### config.mk
export PLATFORM = sky130hd
export DESIGN_NAME = ram_stream_reader
export DESIGN_NICKNAME = d
export VERILOG_FILES = /design/src/rtl/ram_stream_reader_pkg.sv /design/src/rtl/ram_stream_skid_fifo.sv /design/src/rtl/ram_stream_reader.sv
export SDC_FILE = /design/constraint.sdc
export NUM_CORES = 1
export LEC_CHECK = 0
export ABC_AREA = 1
export BUFFER_PORTS_ARGS = -buffer_cell sky130_fd_sc_hd__buf_4
export CORE_MARGIN = 5
export CORE_UTILIZATION = 30
export CTS_BUF_LIST = sky130_fd_sc_hd__clkbuf_4 sky130_fd_sc_hd__clkbuf_8
export CTS_CLUSTER_SIZE = 16
export DETAILED_ROUTE_END_ITERATION = 6
export GPL_ROUTABILITY_DRIVEN = 1
export PLACE_DENSITY_LB_ADDON = 0.15
export SKIP_CTS_REPAIR_TIMING = 1
export SLEW_MARGIN = 20
export SYNTH_ARGS = -nofsm -noshare
export SYNTH_HDL_FRONTEND = slang
export SYNTH_HIERARCHICAL = 1
export SYNTH_SLANG_ARGS = --single-unit
### constraint.sdc
create_clock -name clk -period 2.2 [get_ports clk]
set_input_delay 0.22 -clock clk [delete_from_list [all_inputs] [get_ports clk]]
set_output_delay 0.22 -clock clk [all_outputs]
set_load 0.02 [all_outputs]
### src/rtl/ram_stream_reader_pkg.sv
// Shared definitions for the RAM stream reader.
//   state_t        : top-level sequencing FSM states
//   RAM_RD_LATENCY : registered read latency of the 1Kx36 block RAM, in cycles
//   SKID_DEPTH     : entries in the output skid FIFO (also the issue credit limit)
package ram_stream_reader_pkg;

    localparam int RAM_RD_LATENCY = 2;
    localparam int SKID_DEPTH     = 4;

    typedef enum logic [1:0] {
        IDLE,
        ISSUE,
        DRAIN,
        DONE
    } state_t;

endpackage

### src/rtl/ram_stream_skid_fifo.sv
// Small synchronous FIFO that catches RAM read data already in flight when the
// downstream consumer stalls.
//   clk, reset_n : clock, asynchronous active-low reset
//   wr_en_i      : push wr_data_i
//   wr_data_i    : data to push
//   rd_en_i      : pop the head entry
//   rd_data_o    : head entry (zero after reset)
//   count_o      : number of valid entries, 0..DEPTH
module ram_stream_skid_fifo #(
    parameter int WIDTH = 36,
    parameter int DEPTH = 4
) (
    input  logic                     clk,
    input  logic                     reset_n,
    input  logic                     wr_en_i,
    input  logic [WIDTH-1:0]         wr_data_i,
    input  logic                     rd_en_i,
    output logic [WIDTH-1:0]         rd_data_o,
    output logic [$clog2(DEPTH):0]   count_o
);

    localparam int AW = $clog2(DEPTH);

    logic [WIDTH-1:0] mem_q [DEPTH];
    logic [AW-1:0]    wr_ptr_q;
    logic [AW-1:0]    rd_ptr_q;
    logic [AW:0]      count_q;
    logic             do_rd;
    logic             do_wr;

    // Guards keep the pointers coherent even if a caller misbehaves.
    assign do_rd = rd_en_i && (count_q != '0);
    assign do_wr = wr_en_i && ((count_q != (AW+1)'(DEPTH)) || do_rd);

    always_ff @(posedge clk or negedge reset_n) begin
        if (!reset_n) begin
            for (int i = 0; i < DEPTH; i++) begin
                mem_q[i] <= '0;
            end
            wr_ptr_q <= '0;
            rd_ptr_q <= '0;
            count_q  <= '0;
        end else begin
            if (do_wr) begin
                mem_q[wr_ptr_q] <= wr_data_i;
                wr_ptr_q        <= wr_ptr_q + 1'b1;
            end
            if (do_rd) begin
                rd_ptr_q <= rd_ptr_q + 1'b1;
            end
            case ({do_wr, do_rd})
                2'b10:   count_q <= count_q + 1'b1;
                2'b01:   count_q <= count_q - 1'b1;
                default: count_q <= count_q;
            endcase
        end
    end

    assign rd_data_o = mem_q[rd_ptr_q];
    assign count_o   = count_q;

endmodule

### src/rtl/ram_stream_reader.sv
// Streams num_words words from the block RAM, starting at start_addr and
// wrapping modulo depth_len, onto a valid/ready interface. Reads are issued
// only while the skid FIFO has room for them plus every read still in the RAM
// pipeline, so backpressure never loses data.
//   clk, reset_n         : RAM read clock, asynchronous active-low reset
//   start, start_addr,
//   num_words            : transfer request (start ignored while busy)
//   busy, done           : transfer in progress, one-cycle completion pulse
//   ram_en, ram_addr     : RAM read port control
//   ram_do               : RAM read data (two-cycle registered latency)
//   dout, dout_valid,
//   dout_ready           : output stream
module ram_stream_reader
    import ram_stream_reader_pkg::*;
#(
    parameter int depth_len  = 1024,
    parameter int depth_bits = 10,
    parameter int width_bits = 36
) (
    input  logic                  clk,
    input  logic                  reset_n,
    input  logic                  start,
    input  logic [depth_bits-1:0] start_addr,
    input  logic [depth_bits:0]   num_words,
    output logic                  busy,
    output logic                  done,
    output logic                  ram_en,
    output logic [depth_bits-1:0] ram_addr,
    input  logic [width_bits-1:0] ram_do,
    output logic [width_bits-1:0] dout,
    output logic                  dout_valid,
    input  logic                  dout_ready
);

    localparam int CW = $clog2(SKID_DEPTH) + 1;

    state_t                    state_q, state_d;
    logic [depth_bits-1:0]     addr_q, addr_d;
    logic [depth_bits:0]       issue_left_q, issue_left_d;
    logic [depth_bits:0]       out_left_q, out_left_d;
    logic [RAM_RD_LATENCY-1:0] vld_q, vld_d;
    logic                      len_zero_q, len_zero_d;

    logic [CW-1:0]             fifo_count;
    logic [CW-1:0]             inflight;
    logic [CW:0]               credit_used;
    logic                      issue;
    logic                      handshake;

    ram_stream_skid_fifo #(
        .WIDTH (width_bits),
        .DEPTH (SKID_DEPTH)
    ) u_skid (
        .clk       (clk),
        .reset_n   (reset_n),
        .wr_en_i   (vld_q[RAM_RD_LATENCY-1]),
        .wr_data_i (ram_do),
        .rd_en_i   (handshake),
        .rd_data_o (dout),
        .count_o   (fifo_count)
    );

    always_comb begin
        inflight = '0;
        for (int i = 0; i < RAM_RD_LATENCY; i++) begin
            inflight = inflight + CW'(vld_q[i]);
        end
    end

    assign credit_used = {1'b0, fifo_count} + {1'b0, inflight};
    assign issue       = (state_q == ISSUE) && (issue_left_q != '0)
                         && (credit_used < (CW+1)'(SKID_DEPTH));
    assign dout_valid  = (fifo_count != '0);
    assign handshake   = dout_valid && dout_ready;

    always_comb begin
        state_d      = state_q;
        addr_d       = addr_q;
        issue_left_d = issue_left_q;
        out_left_d   = out_left_q;
        len_zero_d   = len_zero_q;
        // vld_q[0] tags the address presented this cycle; the top bit lines
        // up with the cycle its data appears on ram_do.
        vld_d        = {vld_q[RAM_RD_LATENCY-2:0], issue};

        if (handshake) begin
            out_left_d = out_left_q - 1'b1;
        end

        case (state_q)
            IDLE: begin
                if (start) begin
                    if (num_words == '0) begin
                        len_zero_d = 1'b1;
                        state_d    = DONE;
                    end else begin
                        len_zero_d   = 1'b0;
                        addr_d       = start_addr;
                        issue_left_d = num_words;
                        out_left_d   = num_words;
                        state_d      = ISSUE;
                    end
                end
            end
            ISSUE: begin
                if (issue) begin
                    addr_d       = (addr_q == depth_bits'(depth_len - 1))
                                   ? '0 : addr_q + 1'b1;
                    issue_left_d = issue_left_q - 1'b1;
                    if (issue_left_q == (depth_bits+1)'(1)) begin
                        state_d = DRAIN;
                    end
                end
            end
            DRAIN: begin
                // The final handshake empties both the FIFO and the pipeline.
                if (handshake && (out_left_q == (depth_bits+1)'(1))) begin
                    state_d = DONE;
                end
            end
            DONE: begin
                len_zero_d = 1'b0;
                state_d    = IDLE;
            end
            default: state_d = IDLE;
        endcase
    end

    always_ff @(posedge clk or negedge reset_n) begin
        if (!reset_n) begin
            state_q      <= IDLE;
            addr_q       <= '0;
            issue_left_q <= '0;
            out_left_q   <= '0;
            vld_q        <= '0;
            len_zero_q   <= 1'b0;
        end else begin
            state_q      <= state_d;
            addr_q       <= addr_d;
            issue_left_q <= issue_left_d;
            out_left_q   <= out_left_d;
            vld_q        <= vld_d;
            len_zero_q   <= len_zero_d;
        end
    end

    assign busy     = (state_q != IDLE);
    assign done     = (state_q == DONE);
    // A zero-length request passes through DONE without touching the RAM.
    assign ram_en   = busy && !len_zero_q;
    assign ram_addr = addr_q;

endmodule

==> results.py <==
metrics = {
    "grt": {
        "grt-ovfl-total": 0,
        "grt_use_total_pct": 16.7,
        "grt_max_degree": 85,
        "grt_antenna_before_repair": 1,
        "grt_pass1_wl_um": 51000,
        "grt_pass1_vias": 8965,
    },
    "detailed_routing": {
        "first_iter_violations": 733,
        "wl_per_cell_um": 17.3,
        "wl_um": 32300,
        "final_antenna_net_count": 0,
        "drc": 0,
        "vias_per_cell": 4.93,
        "dr_total_vias": 9218,
        "first_pass_iters": 7,
    },
    "flow_run": {
        "maxCapViolations": 0,
    },
    "die": {
        "fp-row-count": 67,
        "dieArea_um2": 37800,
        "fp.dieH_um": 194,
        "coreArea_um2": 33500,
        "ios": 111,
        "die_w_um": 194,
        "start_util_pct": 30.4,
    },
    "clocking": {
        "clk_pin_slew_ns": 0.13,
        "clock_path_buffers": 2,
        "cts_root_buf": "clkbuf_8",
        "cts_tree": "yes",
        "clk_latency_ns": 0.50,
        "cts_sinks": 188,
        "htree_num_levels": 4,
        "numCtsBuffers": 17,
    },
    "setup_path": {
        "r2r_end": "u_skid/count_o[2]$_DFFE_PN0P_",
        "timing.rr.start": "u_skid/count_o[0]$_DFFE_PN0P_",
        "cpMaxStageDelayCell": "dfrtp_2",
        "crit_required_ns": 1.98,
        "crit_path_max_incr_delay_ns": 0.49,
        "cp_top_family": "buffers and inverters",
        "crit_fanout": 40,
        "r2r_cells": 14,
        "worstPathCellList": "clkinv_2 -> buf_12 -> nor2_1 -> o22ai_1 -> buf_4",
        "path_class": "reg2out",
        "rrSetupSlack_ns": 0.18,
        "cp-start-kind": "register",
        "worstPathBufferInverterCount": 3,
        "worstSetupEndpointType": "output port",
        "worstPathArrival_ns": 1.90,
    },
    "finish": {
        "diodes": 0,
        "nets": 1485,
        "final_cells": 1868,
        "drive_above_1_share_pct": 17.5,
        "syn_to_final_growth_pct": 20.9,
    },
    "synthesis": {
        "syn-cell-area_um2": 10200,
        "synthCells": 1288,
        "synth_area_leaders": "dfrtp_1 46%, nand2_1 16%, nand4_1 9.1%",
        "syn_area_per_cell_um2": 7.92,
        "synth.top_cell.area_share_pct": 46.1,
        "yosysUniqueCellTypes": 39,
        "yosysMostFrequentCell": "nand2_1",
        "synthArstFlopShare_pct": 100,
        "yosys_most_used_dff": "dfrtp_1",
        "yosys-top-cells-count": "439 x nand2_1, 188 x dfrtp_1, 149 x nand4_1",
        "yosysWarnings": 6,
        "seq_area_frac_synth_pct": 46.1,
        "synthesis.nets": 1366,
        "synth_seq_cells": 188,
        "synth.largest_area_cell": "dfrtp_1",
        "synth_edf_count": 0,
    },
    "sta": {
        "finalSetupViolCount": 0,
        "setup_slack_ns": 0.0826,
        "post-route-period-util_pct": 96.2,
        "drv_slew": 0,
        "setup_tns_ns": 0,
        "max_slew_margin_pct": 39.3,
        "worstMarginPinSlew_ns": 0.910,
        "fin_worst_skew_ns": 0.0265,
        "rsz0062_at_grt": "yes",
        "fin_crit_ns": 2.12,
        "fmax_ghz": 0.472,
        "final-hold-violation-count": 0,
    },
    "status": {
        "outcome": "finished clean",
    },
    "hold_path": {
        "hold_class": "in2reg",
        "hp-start": "ram_do[9]",
        "timing.hold.worst_path_depth": 3,
        "hold_path_end": "u_skid/mem_q[117]$_DFFE_PN0P_",
    },
    "power": {
        "p_leak_uw": 0.00617,
        "ir_drop_v": 0.000630,
        "power_density_nw_per_um2": 1560,
    },
    "place": {
        "place_congestion": 0.802,
        "dp.cells": 1791,
        "place_ws_ns": 0.204,
        "hpwlAfterDp_um": 19100,
        "port_buffers": 110,
    },
}
==> where the power goes <==
group | switching [µW] | internal (µW) | total [µW]
registers | 998 | 4990 | 5980
clock network | 1500 | 1080 | 2580
logic | 6950 | 3700 | 10700
==> layout make-up <==
type                       instances  area (µm²)
multi-input combinational        953        4770
clock inverter                    15         196
sequential                       188        4710
tap                              448         561
timing repair buffer             192        1650
fill                            3577       21200
clock buffer                      17         234
inverter                          55         210
==> cell families after synthesis <==
family / after synthesis / synth area share, %
compound gates: 154 / 8.22
buf+inv: 147 / 7.80
xor+xnor: 12 / 1.03
flops: 188 / 46.1
fa+ha+maj: 17 / 2.16
simple gates: 770 / 34.7
==> sequential cells by signal (all words and copies together) (netlist names), 3 cells and up <==
| name | flops |
|---|---|
| out_left_q | 11 |
| u_skid/mem_q | 144 |
| u_skid/count_o | 3 |
| issue_left_q | 11 |
| ram_addr | 10 |
==> how the worst max path moves through the flow <==
stage                                               from                       endpoint  slack, ns  cells after the start
after global routing      u_skid/rd_ptr_q[0]$_DFFE_PN0P_                        dout[3]    -0.0009                      5
after floorplan            u_skid/count_o[0]$_DFFE_PN0P_  u_skid/count_o[2]$_DFFE_PN0P_      -0.04                     14
after CTS                 u_skid/rd_ptr_q[0]$_DFFE_PN0P_                       dout[23]      -0.03                      4
final                     u_skid/rd_ptr_q[0]$_DFFE_PN0P_                       dout[13]       0.08                      5
after detailed placement   u_skid/count_o[0]$_DFFE_PN0P_  u_skid/count_o[2]$_DFFE_PN0P_       0.20                     14
after global placement     u_skid/count_o[0]$_DFFE_PN0P_  u_skid/count_o[2]$_DFFE_PN0P_       0.22                     14
==> metrics by stage <==
stage / hold slack (ns) / cell area [µm²] / utilization [%] / power (µW)
floorplan: -0.0756 / 10200 / - / 13100
global placement: 0.244 / 11400 / 34.0 / 16500
detailed placement: 0.233 / 11400 / 34.0 / 16600
CTS: -0.331 / 11800 / 35.2 / 19200
global route: 0.00129 / 12300 / 36.8 / 20900
finish: 0.0194 / 12300 / 36.8 / 19200
==> layout by cell type (no fill, tap or decap), types with 22 or more instances in the layout <==
cell type	netlist	final
nand2_1	439	437
dfrtp_1	188	186
nand4_1	149	149
buf_4	10	140
nor2_1	107	107
o21ai_0	74	73
inv_1	48	46
dlygate4sd3_1	0	44
o21ai_1	31	32
o22ai_1	36	30
nand3_1	27	27
nand2_2	22	22
==> routing by layer <==
metal | vias up | global-route usage [%] | share of wire [%]
met5 | - | 0 | 0.040
met4 | 2 | 3.33 | 0.76
met3 | 15 | 2.91 | 4.1
met2 | 180 | 27.4 | 47
met1 | 4476 | 23.5 | 48
li1 | 4545 | - | -
==> worst reg2reg max path: stages, from the launching register on <==
cell and delay, ns:
dfrtp_1 0.39, nor2_1 0.13, nand2_2 0.10, nand2_4 0.09
inv_4 0.05, nor2_4 0.13, nand2_8 0.11, nand2_4 0.09
ha_4 0.13, inv_2 0.04, fa_2 0.36, inv_1 0.06
nand2_1 0.04, nand3_1 0.09, xor2_1 0.15
Power figures use the tool's default switching activity.
